==> src/rtl/gain_applier.sv <==
// Applies a slew-limited Q8.8 gain to two 14-bit ADC channels. Gain changes wait
// for a phase boundary. Output is saturated and sent on a valid/ready stream.
module gain_applier #(
  parameter int IAGC_STATUS_SIZE = 4,
  parameter int AXIS_DATA_SIZE   = 32,
  parameter int ZMOD_DATA_SIZE   = 14,
  parameter int QUOTIENT_SIZE    = 8,
  parameter int FRACTIONAL_SIZE  = 8,
  parameter int RAMP_STEP        = 16,
  parameter logic [IAGC_STATUS_SIZE-1:0] STATUS_BYPASS = 4'd0,
  parameter logic [IAGC_STATUS_SIZE-1:0] STATUS_RUN    = 4'd3
) (
  input  logic                                   i_clock,
  input  logic                                   i_reset,
  input  logic [IAGC_STATUS_SIZE-1:0]            i_iagcStatus,
  input  logic [QUOTIENT_SIZE-1:0]               i_quotient,
  input  logic [FRACTIONAL_SIZE-1:0]             i_fractional,
  input  logic                                   i_inPhase,
  input  logic [AXIS_DATA_SIZE-1:0]              i_adcData,
  input  logic                                   i_valid,
  input  logic                                   i_ready,
  output logic [AXIS_DATA_SIZE-1:0]              o_dacData,
  output logic                                   o_valid,
  output logic [QUOTIENT_SIZE+FRACTIONAL_SIZE-1:0] o_gain,
  output logic                                   o_saturated,
  output logic                                   o_overflow
);

  localparam int GAIN_SIZE    = QUOTIENT_SIZE + FRACTIONAL_SIZE;
  localparam int PRODUCT_SIZE = ZMOD_DATA_SIZE + GAIN_SIZE + 1;
  localparam int HALF_SIZE    = AXIS_DATA_SIZE / 2;
  localparam int PAD_SIZE     = HALF_SIZE - ZMOD_DATA_SIZE;

  localparam logic [GAIN_SIZE-1:0] UNITY_GAIN = GAIN_SIZE'(1) << FRACTIONAL_SIZE;
  localparam logic [GAIN_SIZE-1:0] STEP_LIMIT = GAIN_SIZE'(RAMP_STEP);
  localparam logic signed [PRODUCT_SIZE-1:0] SAT_MAX =
    PRODUCT_SIZE'((2 ** (ZMOD_DATA_SIZE - 1)) - 1);
  localparam logic signed [PRODUCT_SIZE-1:0] SAT_MIN =
    PRODUCT_SIZE'(-(2 ** (ZMOD_DATA_SIZE - 1)));

  typedef enum logic [1:0] {IDLE, ARMED, RAMP} gainState_e;

  typedef struct packed {
    logic                      clipped;
    logic [ZMOD_DATA_SIZE-1:0] value;
  } clipResult_t;

  function automatic logic signed [PRODUCT_SIZE-1:0] scaleSample(
    input logic signed [ZMOD_DATA_SIZE-1:0] sample,
    input logic        [GAIN_SIZE-1:0]      gain
  );
    logic signed [PRODUCT_SIZE-1:0] sampleWide;
    logic signed [PRODUCT_SIZE-1:0] gainWide;
    sampleWide = PRODUCT_SIZE'(sample);
    gainWide   = $signed(PRODUCT_SIZE'(gain));
    return sampleWide * gainWide;
  endfunction

  function automatic clipResult_t clipSample(input logic signed [PRODUCT_SIZE-1:0] product);
    logic signed [PRODUCT_SIZE-1:0] shifted;
    clipResult_t result;
    shifted = product >>> FRACTIONAL_SIZE;
    result.clipped = 1'b1;
    if (shifted > SAT_MAX) begin
      result.value = SAT_MAX[ZMOD_DATA_SIZE-1:0];
    end else if (shifted < SAT_MIN) begin
      result.value = SAT_MIN[ZMOD_DATA_SIZE-1:0];
    end else begin
      result.clipped = 1'b0;
      result.value   = shifted[ZMOD_DATA_SIZE-1:0];
    end
    return result;
  endfunction

  // ---------------------------------------------------------------- handshake
  logic s1Valid;
  logic outAdvance;
  logic s1Advance;
  logic sampleAccepted;

  assign outAdvance     = !o_valid || i_ready;
  assign s1Advance      = !s1Valid || outAdvance;
  assign sampleAccepted = i_valid && s1Advance;

  // ---------------------------------------------------------------- gain control
  gainState_e           state, stateNext;
  logic [GAIN_SIZE-1:0] target, targetNext, gainNext;
  logic [GAIN_SIZE-1:0] targetIn;
  logic [GAIN_SIZE-1:0] gainDistance, gainStep;
  logic                 targetChanged, gainBelow, inPhasePrev, phaseRise;

  assign targetIn      = {i_quotient, i_fractional};
  assign targetChanged = targetIn != target;
  assign phaseRise     = !inPhasePrev && i_inPhase;
  assign gainBelow     = o_gain < target;
  assign gainDistance  = gainBelow ? (target - o_gain) : (o_gain - target);
  assign gainStep      = (gainDistance > STEP_LIMIT) ? STEP_LIMIT : gainDistance;

  always_comb begin
    // NOTE: every output of this block gets a default first so no path leaves one unassigned and infers a latch.
    stateNext  = state;
    targetNext = target;
    gainNext   = o_gain;
    if (i_iagcStatus == STATUS_BYPASS) begin
      stateNext  = IDLE;
      targetNext = UNITY_GAIN;
      gainNext   = UNITY_GAIN;
    end else if (i_iagcStatus == STATUS_RUN) begin
      if (targetChanged) targetNext = targetIn;
      unique case (state)
        IDLE:  if (targetChanged) stateNext = ARMED;
        ARMED: if (phaseRise) stateNext = RAMP;
        RAMP: begin
          // A new target arriving exactly on arrival keeps the ramp alive.
          if (o_gain == target) begin
            if (!targetChanged) stateNext = IDLE;
          end else if (sampleAccepted) begin
            gainNext = gainBelow ? (o_gain + gainStep) : (o_gain - gainStep);
          end
        end
        default: stateNext = IDLE;
      endcase
    end
  end

  always_ff @(posedge i_clock) begin
    // NOTE: sequential state uses non-blocking assignments so every register samples pre-edge values.
    if (i_reset) begin
      state       <= IDLE;
      target      <= UNITY_GAIN;
      o_gain      <= UNITY_GAIN;
      inPhasePrev <= 1'b0;
    end else begin
      state       <= stateNext;
      target      <= targetNext;
      o_gain      <= gainNext;
      inPhasePrev <= i_inPhase;
    end
  end

  // ---------------------------------------------------------------- datapath
  logic signed [ZMOD_DATA_SIZE-1:0] chA, chB;
  logic signed [PRODUCT_SIZE-1:0]   s1ProdA, s1ProdB;
  clipResult_t                      clipA, clipB;

  assign chA   = i_adcData[AXIS_DATA_SIZE-1 -: ZMOD_DATA_SIZE];
  assign chB   = i_adcData[HALF_SIZE-1 -: ZMOD_DATA_SIZE];
  assign clipA = clipSample(s1ProdA);
  assign clipB = clipSample(s1ProdB);

  always_ff @(posedge i_clock) begin
    if (i_reset) begin
      s1Valid     <= 1'b0;
      o_valid     <= 1'b0;
      o_dacData   <= '0;
      o_saturated <= 1'b0;
      o_overflow  <= 1'b0;
    end else begin
      if (s1Advance) begin
        s1Valid <= i_valid;
      end else if (i_valid) begin
        o_overflow <= 1'b1;
      end
      if (outAdvance) begin
        o_valid <= s1Valid;
        if (s1Valid) begin
          o_dacData <= {clipA.value, {PAD_SIZE{1'b0}}, clipB.value, {PAD_SIZE{1'b0}}};
          if (clipA.clipped || clipB.clipped) o_saturated <= 1'b1;
        end
      end
    end
  end

  // NOTE: product registers carry no reset; s1Valid qualifies them, so resetting data would only add fan-out.
  always_ff @(posedge i_clock) begin
    if (sampleAccepted) begin
      s1ProdA <= scaleSample(chA, o_gain);
      s1ProdB <= scaleSample(chB, o_gain);
    end
  end

endmodule

==> config.mk <==
export PLATFORM = sky130hd
export DESIGN_NAME = gain_applier
export DESIGN_NICKNAME = d
export VERILOG_FILES = /design/src/rtl/gain_applier.sv
export SDC_FILE = /design/constraint.sdc
export NUM_CORES = 1
export LEC_CHECK = 0
export BUFFER_PORTS_ARGS = -buffer_cell sky130_fd_sc_hd__clkbuf_2
export CORE_MARGIN = 3
export CORE_UTILIZATION = 32
export CTS_BUF_LIST = sky130_fd_sc_hd__clkbuf_2
export CTS_CLUSTER_SIZE = 28
export DETAILED_ROUTE_END_ITERATION = 8
export PLACE_DENSITY = 0.57
export SLEW_MARGIN = 20
export SYNTH_ARGS = -nofsm -noshare
export SYNTH_HDL_FRONTEND = slang
export SYNTH_SLANG_ARGS = --single-unit
==> constraint.sdc <==
create_clock -name i_clock -period 13.2 [get_ports i_clock]
set_clock_uncertainty 0.2 [all_clocks]
set_input_delay 2.64 -clock i_clock [delete_from_list [all_inputs] [get_ports i_clock]]
set_output_delay 2.64 -clock i_clock [all_outputs]
set_load 0.01 [all_outputs]
After elaboration in Yosys (flattened, before gate mapping)
Cells that the tools add are included.
{"block": "word_totals", "register_bits": 129, "in_bits": 57, "output_inout_bits": 51, "word_cells": 67}
{"block": "op_classes", "addsub": 4, "n_mul": 2, "magnitude_cmp": 6, "eq_ne": 9, "mux": 16, "bitwise": 2, "n_reduce_logical": 17}
{"operator": "$mul 14x17->31", "n": 2}
{"operator": "$mux 14", "n": 4}
{"operator": "$mux 16", "n": 3}
{"operator": "$sub 16x16->16", "n": 3}
{"operator": "$gt 23x14->1 const B", "n": 2}
{"operator": "$lt 23x14->1 const B", "n": 2}
{"operator": "$add 16x16->16", "n": 1}
{"operator": "$eq 16x16->1", "n": 1}
{"operator": "$gt 16x5->1 const B", "n": 1}
{"operator": "$lt 16x16->1", "n": 1}
{"operator": "$ne 16x16->1", "n": 1}
{"operator": "$mux 2", "n": 4}
{"operator": "$ne 2x2->1 const B", "n": 4}
{"operator": "$pmux 2 s3", "n": 1}
{"operator": "$reduce_and 2->1", "n": 3}
{"operator": "$reduce_and 5->1", "n": 1}
{"operator": "$eq 4x2->1 const B", "n": 1}
{"operator": "$logic_not 4->1", "n": 1}
{"operator": "$mux 1", "n": 4}
{"operator": "$reduce_and 4->1", "n": 1}
{"operator": "$logic_not 1->1", "n": 3}
{"operator": "$logic_or 1x1->1", "n": 3}
{"operator": "$reduce_and 3->1", "n": 1}
{"operator": "$eq 2x1->1 const B", "n": 1}
{"operator": "other kinds (5)", "n": 7}

Logic depth before layout (Yosys ltp)
Gate-level depths: netlist of the first run.
{"block": "logic_depth", "word_depth": 6, "ltp_mapped": 32, "depth_no_buf": 29}

Worst setup path after synthesis of the first run
Ideal clock, no wire load.
{"block": "synth_path", "kind": "input to register", "from": "in i_adcData[4]", "to": "reg s1ProdB[30], data pin", "arrival_time_ns": 8.150, "required_ns": 12.740, "setup_slack_ns": 4.590, "cell_stages": 21, "path_cell_list": "clkbuf_1 > nand2_1 > fa_1 > inv_1 > fa_1 > inv_1 > fa_1 > inv_1 > fa_1 > fa_1 > fa_1 > ha_1 > nand2_1 > nor4b_1 > o211ai_1 > a31oi_1 > a41oi_1 > a211oi_1 > nor2_1 > a211o_1 > xnor2_1"}
{"block": "synth_between", "elab_chain_len": 1}
{"element": "start, declared", "line_no": "19", "rtl": "input logic [AXIS_DATA_SIZE-1:0] i_adcData,"}
{"element": "$mul 14x17->31", "line_no": "56", "rtl": "return sampleWide * gainWide;"}
{"element": "end signal, assigned", "line_no": "178", "rtl": "s1ProdB <= scaleSample(chB, o_gain);"}
{"element": "end, declared", "line_no": "143", "rtl": "logic signed [PRODUCT_SIZE-1:0] s1ProdA, s1ProdB;"}
Every way passes these cells.
A chain may end at the register's enable or synchronous reset.

Worst setup path after layout of the first run
Ends and elaborated chain as after synthesis.

==> results of run 1 <==
-- per-stage QoR --
step | area, sq um | hold WS [ns] | power [W]
after global routing | 22700 | 0.284 | 0.00113
after global placement | 22400 | 0.243 | 0.000761
after CTS | 22600 | 0.268 | 0.00107
after detailed placement | 22400 | 0.245 | 0.000768
after floorplan | 21100 | 0.276 | 0.000671
final | 22700 | 0.265 | 0.00105
-- final cells by class --
class	instances	area share (%)
Inverter	406	6.72
Timing Repair Buffer	121	2.91
Clock buffer	17	0.375
Clock inverter	15	0.795
Antenna cell	6	0.0662
Multi-Input combinational cell	1724	72.4
Sequential cell	113	12.0
Tap cell	855	4.72
-- placed cells by master, fill, tap and decap left out, drive strengths merged, types with 21 or more instances in the layout --
| master | Yosys | final |
|---|---|---|
| nand2 | 343 | 343 |
| inv | 406 | 411 |
| clkbuf | 95 | 116 |
| mux2i | 34 | 34 |
| edfxtp | 46 | 46 |
| xor2 | 33 | 33 |
| nor2 | 101 | 101 |
| fa | 333 | 333 |
| nand3 | 22 | 22 |
| buf | 16 | 22 |
| a21oi | 77 | 77 |
| and2 | 174 | 174 |
| nor3 | 27 | 27 |
| ha | 265 | 265 |
| o211ai | 36 | 36 |
| a21o | 21 | 21 |
| dfxtp | 67 | 67 |
| o21ai | 37 | 37 |
| xnor2 | 49 | 49 |
-- synthesized netlist by cell type, drive strengths merged (3+ instances only) --
| library cell | number |
|---|---|
| inv | 406 |
| nand2 | 343 |
| fa | 333 |
| ha | 265 |
| and2 | 174 |
| nor2 | 101 |
| clkbuf | 95 |
| a21oi | 77 |
| dfxtp | 67 |
| xnor2 | 49 |
| edfxtp | 46 |
| o21ai | 37 |
| o211ai | 36 |
| mux2i | 34 |
| xor2 | 33 |
| nor3 | 27 |
| nand3 | 22 |
| a21o | 21 |
| buf | 16 |
| nand2b | 13 |
| nand4 | 13 |
| a211oi | 12 |
| nor2b | 12 |
| o21a | 12 |
| o21bai | 12 |
| nor4 | 10 |
| a31oi | 9 |
| or3 | 8 |
| a21boi | 6 |
| and4 | 6 |
| o31ai | 6 |
| or2 | 6 |
| a2111oi | 4 |
| and3 | 4 |
| nand3b | 4 |
| a41o | 3 |
| nor3b | 3 |
-- final timing paths --
| kind | depth (start not counted) | endpoint | startpoint | slack [ns] |
|---|---|---|---|---|
| worst max-delay path | 21 | s1ProdB[30] | i_adcData[4] | 4.62 |
| worst min-delay path | 2 | o_dacData[21] | o_dacData[21] | 0.26 |
| worst max register to register | 28 | o_gain[14] | o_gain[0] | 5.17 |
| worst min register to register | 2 | o_dacData[21] | o_dacData[21] | 0.26 |
-- logic make-up (layout without fill, tap and decap cells) --
group	Yosys count	in the layout	synth area share, %
AO/OA/AOI/OAI	253	253	7.98
XOR/XNOR	82	82	3.41
adder cells (fa/ha/maj)	598	598	47.3
buffers and inverters	517	559	9.44
flip-flops	113	113	12.9
multiplexers	37	37	1.83
other	1	10	0.0178
AND/OR/NAND/NOR	750	750	17.1
-- power groups by stage --
stage / sequential [W] / clock, W / combinational, W
3_5_place_dp: 0.000411 / 0 / 0.000357
5_1_grt: 0.000406 / 0.000314 / 0.000405
4_1_cts: 0.000403 / 0.000302 / 0.000361
6_report: 0.000403 / 0.000286 / 0.000359
3_3_place_gp: 0.000410 / 0 / 0.000351
2_1_floorplan: 0.000408 / 0 / 0.000262
-- routing by layer --
metal,vias up,global-route usage [%]
li1,7493,-
met1,8080,19.9
met2,290,27.2
met3,78,2.79
met4,8,5.60
met5,-,0
-- worst max-delay path: stages --
cell and delay (ns):
sky130_fd_sc_hd__clkbuf_2 0.33, sky130_fd_sc_hd__nand2_1 0.14, sky130_fd_sc_hd__fa_1 0.55, sky130_fd_sc_hd__inv_1 0.05
sky130_fd_sc_hd__fa_1 0.47, sky130_fd_sc_hd__inv_1 0.05, sky130_fd_sc_hd__fa_1 0.50, sky130_fd_sc_hd__inv_1 0.05
sky130_fd_sc_hd__fa_1 0.55, sky130_fd_sc_hd__fa_1 0.43, sky130_fd_sc_hd__fa_1 0.44, sky130_fd_sc_hd__ha_1 0.33
sky130_fd_sc_hd__nand2_1 0.10, sky130_fd_sc_hd__nor4b_1 0.66, sky130_fd_sc_hd__o211ai_1 0.24, sky130_fd_sc_hd__a31oi_1 0.40
sky130_fd_sc_hd__a41oi_1 0.29, sky130_fd_sc_hd__a211oi_1 0.40, sky130_fd_sc_hd__nor2_1 0.09, sky130_fd_sc_hd__a211o_1 0.28
sky130_fd_sc_hd__xnor2_1 0.12
-- registers in the layout, summed over array words and instances (netlist names) --
signal / cells
o_dacData: 28
s1ProdA: 23
s1ProdB: 23
o_gain: 16
target: 16
state: 2
inPhasePrev: 1
o_overflow: 1
o_saturated: 1
o_valid: 1
s1Valid: 1
==> impl_metrics.prom, run 1 <==
# TYPE chip_impl_metric gauge
chip_impl_metric{name="die_x",unit="um"} 263
chip_impl_metric{name="final_layout_size_suffix_gt1_share",unit="%"} 7.64
chip_impl_metric{name="rows",unit=""} 93
chip_impl_metric{name="synthArstFlopShare",unit="%"} 0
chip_impl_metric{name="dp_hpwl",unit="um"} 41600
chip_impl_info{name="highest_routed_metal_layer",value="met5"} 1
chip_impl_metric{name="max_root_sink_buffers",unit=""} 2
chip_impl_metric{name="drt_iter0_markers",unit=""} 700
chip_impl_metric{name="placeableCoreArea",unit="sq um"} 64800
chip_impl_metric{name="insertion_delay",unit="ns"} 1.01
chip_impl_metric{name="boundaryPins",unit=""} 108
chip_impl_metric{name="cts_max_level",unit=""} 4
chip_impl_metric{name="final_net_count",unit=""} 3038
chip_impl_metric{name="p_sw",unit="W"} 0.000407
chip_impl_metric{name="grt_pass1_wl",unit="um"} 87300
chip_impl_metric{name="place.port_buffers",unit=""} 99
chip_impl_metric{name="timing.final.ws_setup",unit="ns"} 4.62
chip_impl_info{name="worst_setup_path_start_kind",value="input port"} 1
chip_impl_metric{name="postLayoutCoreUtil",unit="%"} 35.0
chip_impl_metric{name="power.share.clock",unit="%"} 27.3
chip_impl_metric{name="synth_sequential_area_ratio",unit="%"} 12.9
chip_impl_metric{name="antenna_violating_nets_post_route",unit=""} 0
chip_impl_metric{name="placedCellCount",unit=""} 3219
chip_impl_metric{name="post-route-min-period",unit="ns"} 8.58
chip_impl_metric{name="drt_first_pass_iters",unit=""} 5
chip_impl_metric{name="floorplan.initialDensity",unit="%"} 32.5
chip_impl_info{name="cts_tree",value="done"} 1
chip_impl_metric{name="fin_setup_tns",unit="ns"} 0
chip_impl_metric{name="max_cap_viol_count",unit=""} 0
chip_impl_metric{name="cp_max_fo",unit=""} 16
chip_impl_info{name="cts_root_buf",value="sky130_fd_sc_hd__clkbuf_2"} 1
chip_impl_metric{name="chipHeight",unit="um"} 263
chip_impl_metric{name="post-cts-setup-buffers",unit=""} 0
chip_impl_metric{name="synthDistinctLibCells",unit=""} 75
chip_impl_metric{name="synth_top_area_share",unit="%"} 31.6
chip_impl_metric{name="grt_usage",unit="%"} 15.8
chip_impl_metric{name="slew_at_the_pin_closest_to_its_max_slew_limit",unit="ns"} 1.08
chip_impl_info{name="synthFlopType",value="sky130_fd_sc_hd__dfxtp_1"} 1
chip_impl_metric{name="p_leak",unit="nW"} 11.1
chip_impl_metric{name="final_min_period_over_clock_period",unit="%"} 65.0
chip_impl_metric{name="syn_area",unit="sq um"} 21100
chip_impl_metric{name="route.layer.met1.wl",unit="um"} 23200
chip_impl_info{name="rsz0062_at_grt",value="false"} 1
chip_impl_info{name="netlist.top_cell.by_area",value="sky130_fd_sc_hd__fa_1"} 1
chip_impl_metric{name="maxSlewViolCount",unit=""} 0
chip_impl_metric{name="intPower",unit="W"} 0.000641
chip_impl_metric{name="overflow",unit=""} 0
chip_impl_metric{name="syn_area_per_cell",unit="sq um"} 8.97
chip_impl_metric{name="routed-via-count",unit=""} 15900
chip_impl_info{name="setup.worst_path.end_class",value="flop"} 1
chip_impl_info{name="status",value="finished, final reports clean"} 1
chip_impl_metric{name="met3_length",unit="um"} 2090
chip_impl_metric{name="cts_hold_buf",unit=""} 0
chip_impl_metric{name="design.die.area",unit="sq um"} 69000
chip_impl_metric{name="grt_antenna_before_repair",unit=""} 9
chip_impl_metric{name="power_density",unit="nW/um^2"} 46.2
chip_impl_metric{name="data_arrival_time_of_the_critical_path",unit="ns"} 9.12
chip_impl_metric{name="globalplace.congestion",unit=""} 0.851
chip_impl_metric{name="yosysWarningCount",unit=""} 0
chip_impl_metric{name="power.combinational.fraction",unit="%"} 34.3
chip_impl_info{name="criticalPathCategory",value="in2reg"} 1
chip_impl_metric{name="cts_resized",unit=""} 0
chip_impl_metric{name="synth-seq-cells",unit=""} 113
chip_impl_metric{name="fillCellCount",unit=""} 6738
chip_impl_metric{name="postRouteWirelength",unit="um"} 52900
chip_impl_metric{name="hold_viol",unit=""} 0
chip_impl_metric{name="vdd.ir_drop.worst",unit="V"} 0.0000538
chip_impl_metric{name="sequential_share_of_power",unit="%"} 38.4
chip_impl_metric{name="wl_per_cell",unit="um"} 16.2
chip_impl_metric{name="drc_errors",unit=""} 0
chip_impl_info{name="synth_area_leaders",value="sky130_fd_sc_hd__fa_1 32%, sky130_fd_sc_hd__ha_1 16%, sky130_fd_sc_hd__inv_1 7.2%, sky130_fd_sc_hd__edfxtp_1 6.6%, sky130_fd_sc_hd__dfxtp_1 6.4%"} 1
chip_impl_metric{name="number_of_global_route_vias_before_repair",unit=""} 16800
chip_impl_metric{name="multi_input_area",unit="sq um"} 16400
chip_impl_metric{name="maxClockFrequency",unit="GHz"} 0.117
chip_impl_metric{name="critPathRequiredTime",unit="ns"} 13.74
chip_impl_metric{name="clock_sinks",unit=""} 113
chip_impl_metric{name="synth_enable_flop_cells",unit=""} 46
chip_impl_metric{name="clkSlewWorstSetupHoldPaths",unit="ns"} 0.20
chip_impl_metric{name="setup_viol",unit=""} 0
chip_impl_metric{name="synthCells",unit=""} 2351
chip_impl_metric{name="area_growth",unit="%"} 7.51
chip_impl_metric{name="post_layout_nonfiller_instances",unit=""} 3257
chip_impl_metric{name="avgViaCountPerCell",unit=""} 4.90
chip_impl_metric{name="grt_max_degree",unit=""} 48
chip_impl_metric{name="switching_share",unit="%"} 38.8
chip_impl_metric{name="max-slew-margin-rel",unit="%"} 27.9
chip_impl_metric{name="regArea",unit="sq um"} 2720
chip_impl_metric{name="wl_met2",unit="um"} 26100
chip_impl_metric{name="place_worst_setup_slack",unit="ns"} 3.62
chip_impl_info{name="timing.hold.worst.class",value="reg2reg"} 1
chip_impl_metric{name="cts_made_buffers",unit=""} 17
No activity file was read; power rests on OpenSTA's default activity.
==> inputs of run 2 (changes only) <==
Settings changed: PLACE_DENSITY 0.57 to 0.59.
Clock period 13.2 ns to 7.85 ns, I/O delays scaled along.
==> impl_metrics.prom, run 2 (synthesis results as in run 1) <==
# TYPE chip_impl_metric gauge
chip_impl_info{name="status",value="finished, final reports clean"} 1
chip_impl_metric{name="timing.critical_path.slowest_cell_delay",unit="ns"} 0.88
chip_impl_metric{name="final_net_count",unit=""} 3149
chip_impl_metric{name="grt_antenna_before_repair",unit=""} 9
chip_impl_metric{name="grt_usage",unit="%"} 16.1
chip_impl_metric{name="grt_max_degree",unit=""} 48
chip_impl_info{name="crit_family",value="adder cells"} 1
chip_impl_metric{name="cp_num_buf_inv",unit=""} 5
chip_impl_metric{name="maxSlewViolCount",unit=""} 0
chip_impl_metric{name="floorplan.initialDensity",unit="%"} 32.5
chip_impl_metric{name="max_cap_viol_count",unit=""} 0
chip_impl_metric{name="hold-worst-slack",unit="ns"} 0.263
chip_impl_metric{name="hold_viol",unit=""} 0
chip_impl_info{name="cts_tree",value="done"} 1
chip_impl_info{name="highest_routed_metal_layer",value="met5"} 1
chip_impl_metric{name="max_root_sink_buffers",unit=""} 2
chip_impl_metric{name="grt_pass1_wl",unit="um"} 87800
chip_impl_info{name="rsz0062_at_grt",value="false"} 1
chip_impl_metric{name="drc_errors",unit=""} 0
chip_impl_metric{name="die_x",unit="um"} 263
chip_impl_metric{name="clkSlewWorstSetupHoldPaths",unit="ns"} 0.23
chip_impl_metric{name="dp_hpwl",unit="um"} 44600
chip_impl_info{name="setup.worst_path.end_class",value="flop"} 1
chip_impl_metric{name="data_arrival_time_of_the_critical_path",unit="ns"} 7.97
chip_impl_info{name="final_common_cell",value="sky130_fd_sc_hd__inv_1"} 1
chip_impl_metric{name="globalplace.congestion",unit=""} 0.872
chip_impl_metric{name="met3_length",unit="um"} 2110
chip_impl_info{name="crit_chain",value="nand2_1 -> fa_1 -> inv_1 -> fa_1 -> inv_1 -> fa_1 -> inv_1 -> fa_1 -> fa_1 -> fa_1 -> ha_1 -> nand2_1 -> nor4b_1 -> o211ai_1 -> a31oi_1 -> buf_4 -> a41oi_1 -> a211oi_1 -> buf_4 -> nor2_1 -> a211o_1 -> xnor2_1"} 1
chip_impl_metric{name="post-cts-setup-buffers",unit=""} 0
chip_impl_metric{name="overflow",unit=""} 0
chip_impl_metric{name="drt_first_pass_iters",unit=""} 5
chip_impl_metric{name="critPathRequiredTime",unit="ns"} 8.41
chip_impl_metric{name="wl_per_cell",unit="um"} 16.0
chip_impl_metric{name="post-route-min-period",unit="ns"} 7.41
chip_impl_metric{name="slew_at_the_pin_closest_to_its_max_slew_limit",unit="ns"} 1.02
chip_impl_metric{name="design.die.area",unit="sq um"} 69000
chip_impl_metric{name="post_dp_cell_area",unit="sq um"} 23300
chip_impl_metric{name="placeableCoreArea",unit="sq um"} 64800
chip_impl_metric{name="area_growth",unit="%"} 11.6
chip_impl_info{name="worst_setup_path_start_kind",value="flop"} 1
chip_impl_metric{name="vdd.ir_drop.worst",unit="V"} 0.0000952
chip_impl_metric{name="wl_met2",unit="um"} 26300
chip_impl_info{name="reg_with_most_ffs",value="o_dacData"} 1
chip_impl_metric{name="setup_viol",unit=""} 0
chip_impl_metric{name="fillCellCount",unit=""} 6693
chip_impl_metric{name="rows",unit=""} 93
chip_impl_metric{name="clock_sinks",unit=""} 113
chip_impl_metric{name="number_of_flip_flops_under_the_largest_register_name",unit=""} 28
chip_impl_info{name="criticalPathCategory",value="reg2reg"} 1
chip_impl_info{name="most_used_cells_in_the_layout_excluding_fill_and_tap_cells",value="404 x sky130_fd_sc_hd__inv_1, 342 x sky130_fd_sc_hd__nand2_1, 333 x sky130_fd_sc_hd__fa_1"} 1
chip_impl_metric{name="cts_resized",unit=""} 0
chip_impl_metric{name="cp_max_fo",unit=""} 15
chip_impl_metric{name="routed-via-count",unit=""} 15900
chip_impl_metric{name="multi_input_area",unit="sq um"} 16400
chip_impl_metric{name="max-slew-margin-rel",unit="%"} 31.8
chip_impl_metric{name="avgViaCountPerCell",unit=""} 4.74
chip_impl_metric{name="insertion_delay",unit="ns"} 0.99
chip_impl_metric{name="number_of_global_route_vias_before_repair",unit=""} 16100
chip_impl_info{name="cts_root_buf",value="sky130_fd_sc_hd__clkbuf_2"} 1
chip_impl_metric{name="place.port_buffers",unit=""} 99
chip_impl_metric{name="regArea",unit="sq um"} 2730
chip_impl_metric{name="cts_max_level",unit=""} 4
chip_impl_metric{name="maxClockFrequency",unit="GHz"} 0.135
chip_impl_metric{name="final_min_period_over_clock_period",unit="%"} 94.4
chip_impl_metric{name="route.layer.met1.wl",unit="um"} 24500
chip_impl_metric{name="boundaryPins",unit=""} 108
chip_impl_info{name="worst_path_most_repeated_cell",value="sky130_fd_sc_hd__fa_1"} 1
chip_impl_info{name="critical_path.slowest_cell",value="sky130_fd_sc_hd__dfxtp_1"} 1
chip_impl_metric{name="final_layout_size_suffix_gt1_share",unit="%"} 11.9
chip_impl_metric{name="final_cell_area",unit="sq um"} 23500
chip_impl_metric{name="chipHeight",unit="um"} 263
chip_impl_metric{name="cts_made_buffers",unit=""} 17
chip_impl_info{name="timing.hold.worst.class",value="reg2reg"} 1
chip_impl_metric{name="antenna_violating_nets_post_route",unit=""} 0
chip_impl_metric{name="power_density",unit="nW/um^2"} 75.8
chip_impl_info{name="reg_top3",value="o_dacData x28, s1ProdA x23, s1ProdB x23"} 1
chip_impl_metric{name="drt_iter0_markers",unit=""} 737
chip_impl_metric{name="p_leak",unit="nW"} 11.7
chip_impl_metric{name="cts_hold_buf",unit=""} 0
chip_impl_metric{name="postRouteWirelength",unit="um"} 53700
[run 2: path summary, 6_finish.rpt]
kind,depth (start not counted),end,slack [ns],start
hold / removal,2,o_dacData[23],0.26,o_dacData[23]
hold reg to reg,2,o_dacData[23],0.26,o_dacData[23]
setup reg to reg,22,s1ProdB[30],0.44,o_gain[8]
setup / recovery,22,s1ProdB[30],0.44,o_gain[8]
[run 2: power breakdown]
part           total, W  switching [W]  leakage (nW)  internal (W)
clock network  0.000461       0.000305         0.151      0.000156
registers      0.000676      0.0000188         0.995      0.000658
logic          0.000647       0.000370          10.6      0.000277
total           0.00178       0.000693          11.7       0.00109
[run 2: worst reg2reg max path: cells and delay by family (launching register included)]
family                     cells  cell delay [ns]
adders and majority gates      7             3.25
xor gates and xnor gates       1             0.12
DFF                            1             0.88
and+or+nand+nor                4             0.90
buffers and inverters          5             0.48
AOI/OAI and AO/OA              5             1.34
[run 2: area by class of cell]
class,count,area share [%]
inverter,406,6.48
multi-input combinational,1724,69.8
clock inverter,13,0.638
sequential,113,11.6
tap,855,4.55
clock buffer,19,0.404
antenna,3,0.0319
timing repair buffer,232,6.51
[run 2: metal layers]
| metal | global-route usage [%] | up-vias |
|---|---|---|
| met5 | 0 | - |
| met4 | 4.09 | 10 |
| li1 | - | 7708 |
| met2 | 27.5 | 269 |
| met1 | 21.2 | 7910 |
| met3 | 2.46 | 47 |
[run 2: through the flow]
stage | instances | setup TNS [ns] | setup slack (ns) | util [%] | total power, W
after global placement | 3330 | -1.95 | -0.507 | 35.9 | 0.00133
after detailed placement | 3330 | -1.85 | -0.488 | 35.9 | 0.00134
after global routing | 3364 | 0 | 0.0407 | 36.3 | 0.00191
after floorplan | 2354 | 0 | 0.310 | - | 0.00113
after CTS | 3362 | 0 | 0.229 | 36.3 | 0.00182
final | 3365 | 0 | 0.439 | 36.3 | 0.00178
==> inputs of run 3 (changes only) <==
Settings changed: PLACE_DENSITY 0.59 to 0.57.
Clock period 7.85 ns to 8.8 ns, I/O delays scaled along.
==> impl_metrics.prom, run 3 (synthesis results as in run 1) <==
# TYPE chip_impl_metric gauge
chip_impl_metric{name="chipHeight",unit="um"} 263
chip_impl_metric{name="fin_setup_tns",unit="ns"} 0
chip_impl_metric{name="post-cts-setup-buffers",unit=""} 0
chip_impl_info{name="worst_setup_path_start_kind",value="flop"} 1
chip_impl_info{name="whs_endpoint",value="o_dacData[8]"} 1
chip_impl_metric{name="rows",unit=""} 93
chip_impl_metric{name="final_min_period_over_clock_period",unit="%"} 89.1
chip_impl_metric{name="post-route-min-period",unit="ns"} 7.84
chip_impl_metric{name="max_cap_viol_count",unit=""} 0
chip_impl_metric{name="cts_made_buffers",unit=""} 17
chip_impl_info{name="setup.worst_path.end_class",value="flop"} 1
chip_impl_metric{name="vdd.ir_drop.worst",unit="V"} 0.0000745
chip_impl_metric{name="postRouteWirelength",unit="um"} 53100
chip_impl_metric{name="p_leak",unit="nW"} 11.2
chip_impl_metric{name="design.die.area",unit="sq um"} 69000
chip_impl_metric{name="boundaryPins",unit=""} 108
chip_impl_metric{name="setup_viol",unit=""} 0
chip_impl_metric{name="floorplan.initialDensity",unit="%"} 32.5
chip_impl_metric{name="timing.final.ws_setup",unit="ns"} 0.956
chip_impl_metric{name="place.port_buffers",unit=""} 99
chip_impl_metric{name="maxClockFrequency",unit="GHz"} 0.127
chip_impl_metric{name="timing.critical_path.slowest_cell_delay",unit="ns"} 0.71
chip_impl_metric{name="cp_max_fo",unit=""} 14
chip_impl_metric{name="post_layout_nonfiller_instances",unit=""} 3270
chip_impl_metric{name="clock_sinks",unit=""} 113
chip_impl_metric{name="antenna_violating_nets_post_route",unit=""} 0
chip_impl_info{name="criticalPathCategory",value="reg2reg"} 1
chip_impl_metric{name="wl_per_cell",unit="um"} 16.3
chip_impl_metric{name="hold_viol",unit=""} 0
chip_impl_metric{name="grt_antenna_before_repair",unit=""} 4
chip_impl_info{name="reg_top3",value="o_dacData x28, s1ProdA x23, s1ProdB x23"} 1
chip_impl_info{name="r2r_start",value="o_gain[3]"} 1
chip_impl_metric{name="clkSlewWorstSetupHoldPaths",unit="ns"} 0.24
chip_impl_metric{name="cts_hold_buf",unit=""} 0
chip_impl_metric{name="area_growth",unit="%"} 8.12
chip_impl_info{name="critical_path.slowest_cell",value="sky130_fd_sc_hd__a2111oi_0"} 1
chip_impl_metric{name="avgViaCountPerCell",unit=""} 4.88
chip_impl_metric{name="overflow",unit=""} 0
chip_impl_info{name="reg_with_most_ffs",value="o_dacData"} 1
chip_impl_metric{name="grt_pass1_wl",unit="um"} 86500
chip_impl_metric{name="die_x",unit="um"} 263
chip_impl_info{name="cts_tree",value="done"} 1
chip_impl_metric{name="worst_hold_path.num_cells",unit=""} 2
chip_impl_info{name="timing.hold.worst.class",value="reg2reg"} 1
chip_impl_metric{name="number_of_global_route_vias_before_repair",unit=""} 16600
chip_impl_metric{name="number_of_flip_flops_under_the_largest_register_name",unit=""} 28
chip_impl_info{name="endpoint_of_the_lowest_slack_register_to_register_path",value="o_gain[14]"} 1
chip_impl_info{name="rsz0062_at_grt",value="false"} 1
chip_impl_info{name="status",value="finished, final reports clean"} 1
chip_impl_metric{name="max-slew-margin-rel",unit="%"} 38.0
chip_impl_metric{name="final_cell_area",unit="sq um"} 22800
chip_impl_metric{name="final_net_count",unit=""} 3054
chip_impl_metric{name="power_density",unit="nW/um^2"} 69.2
chip_impl_metric{name="placedCellCount",unit=""} 3235
chip_impl_info{name="final_common_cell",value="sky130_fd_sc_hd__inv_1"} 1
chip_impl_metric{name="slew_at_the_pin_closest_to_its_max_slew_limit",unit="ns"} 0.928
chip_impl_metric{name="max_root_sink_buffers",unit=""} 2
chip_impl_metric{name="maxSlewViolCount",unit=""} 0
chip_impl_metric{name="insertion_delay",unit="ns"} 0.96
chip_impl_metric{name="placeableCoreArea",unit="sq um"} 64800
chip_impl_metric{name="drt_iter0_markers",unit=""} 791
chip_impl_metric{name="regToRegSetupSlack",unit="ns"} 0.96
chip_impl_metric{name="drt_first_pass_iters",unit=""} 5
chip_impl_metric{name="place_worst_setup_slack",unit="ns"} 0.497
chip_impl_info{name="min-delay-start",value="o_dacData[8]"} 1
chip_impl_metric{name="data_arrival_time_of_the_critical_path",unit="ns"} 8.50
chip_impl_metric{name="cts_max_level",unit=""} 4
chip_impl_info{name="worst_path_most_repeated_cell",value="sky130_fd_sc_hd__a21oi_1"} 1
chip_impl_info{name="most_used_cells_in_the_layout_excluding_fill_and_tap_cells",value="404 x sky130_fd_sc_hd__inv_1, 342 x sky130_fd_sc_hd__nand2_1, 333 x sky130_fd_sc_hd__fa_1"} 1
chip_impl_metric{name="cts_resized",unit=""} 0
chip_impl_metric{name="grt_max_degree",unit=""} 48
chip_impl_metric{name="worstRegToRegCells",unit=""} 29
chip_impl_metric{name="final_layout_size_suffix_gt1_share",unit="%"} 8.29
chip_impl_info{name="cts_root_buf",value="sky130_fd_sc_hd__clkbuf_2"} 1
chip_impl_metric{name="critPathRequiredTime",unit="ns"} 9.46
chip_impl_metric{name="globalplace.congestion",unit=""} 0.859
chip_impl_metric{name="grt_usage",unit="%"} 15.7
chip_impl_metric{name="drc_errors",unit=""} 0
chip_impl_metric{name="dp_hpwl",unit="um"} 42700
chip_impl_metric{name="routed-via-count",unit=""} 15900
chip_impl_metric{name="post_dp_cell_area",unit="sq um"} 22500
## run 3: cell count changes in the layout (fill, tap and decap cells not counted), moves of 2 or more
cell / before / now
sky130_fd_sc_hd__inv_6: 4 / 2
sky130_fd_sc_hd__dfxtp_2: 3 / 0
sky130_fd_sc_hd__dfxtp_1: 64 / 67
sky130_fd_sc_hd__buf_4: 130 / 37
sky130_fd_sc_hd__buf_12: 3 / 1
## run 3: cell type report
cell class / count / area, sq um
Antenna cell: 3 / 7.51
Clock buffer: 18 / 90.1
Clock inverter: 14 / 179
Fill cell: 6659 / 42000
Inverter: 406 / 1520
Multi-Input combinational cell: 1724 / 16400
Sequential cell: 113 / 2720
Tap cell: 855 / 1070
Timing Repair Buffer: 137 / 793
## run 3: worst max-delay path by stage
stage / from / to / slack, ns / cells past startpoint
3_5_place_dp: i_adcData[4] / s1ProdB[30] / 0.50 / 22
3_3_place_gp: i_adcData[4] / s1ProdB[30] / 0.46 / 22
6_report: o_gain[3] / o_gain[14] / 0.96 / 29
5_1_grt: o_gain[3] / o_gain[14] / 0.45 / 29
2_1_floorplan: i_adcData[4] / s1ProdB[30] / 1.07 / 21
4_1_cts: o_gain[3] / o_gain[14] / 1.01 / 29
## run 3: worst max-delay path: cells and delay by family, from the launching register on
family                   cells  cell delay [ns]
buffers and inverters        3             0.58
multiplexers                 1             0.35
flip-flops                   1             0.39
adder cells (fa/ha/maj)      3             1.05
AO/OA/AOI/OAI               19             4.70
AND/OR/NAND/NOR              3             0.47
## run 3: power breakdown
| group | internal, W | switching [W] |
|---|---|---|
| Clock | 0.000166 | 0.000261 |
| Combinational | 0.000217 | 0.000329 |
| Sequential | 0.000587 | 0.0000174 |
| Total | 0.000969 | 0.000607 |
## run 3: per-stage QoR
step	utilization, %	hold WS, ns	total power [W]
after floorplan	-	0.276	0.00101
after global placement	34.7	0.240	0.00115
after detailed placement	34.7	0.244	0.00116
after CTS	35.1	0.266	0.00161
after global routing	35.2	0.285	0.00169
final	35.2	0.265	0.00158
## run 3: routing by layer
layer	vias up	routed length [um]	share of wire [%]	track usage, %
li1	7519	-	-	-
met3	63	2570	4.8	3.12
met4	4	1200	2.3	4.88
met2	342	26300	50	27.1
met5	-	22	0.041	0
met1	8015	23000	43	19.8
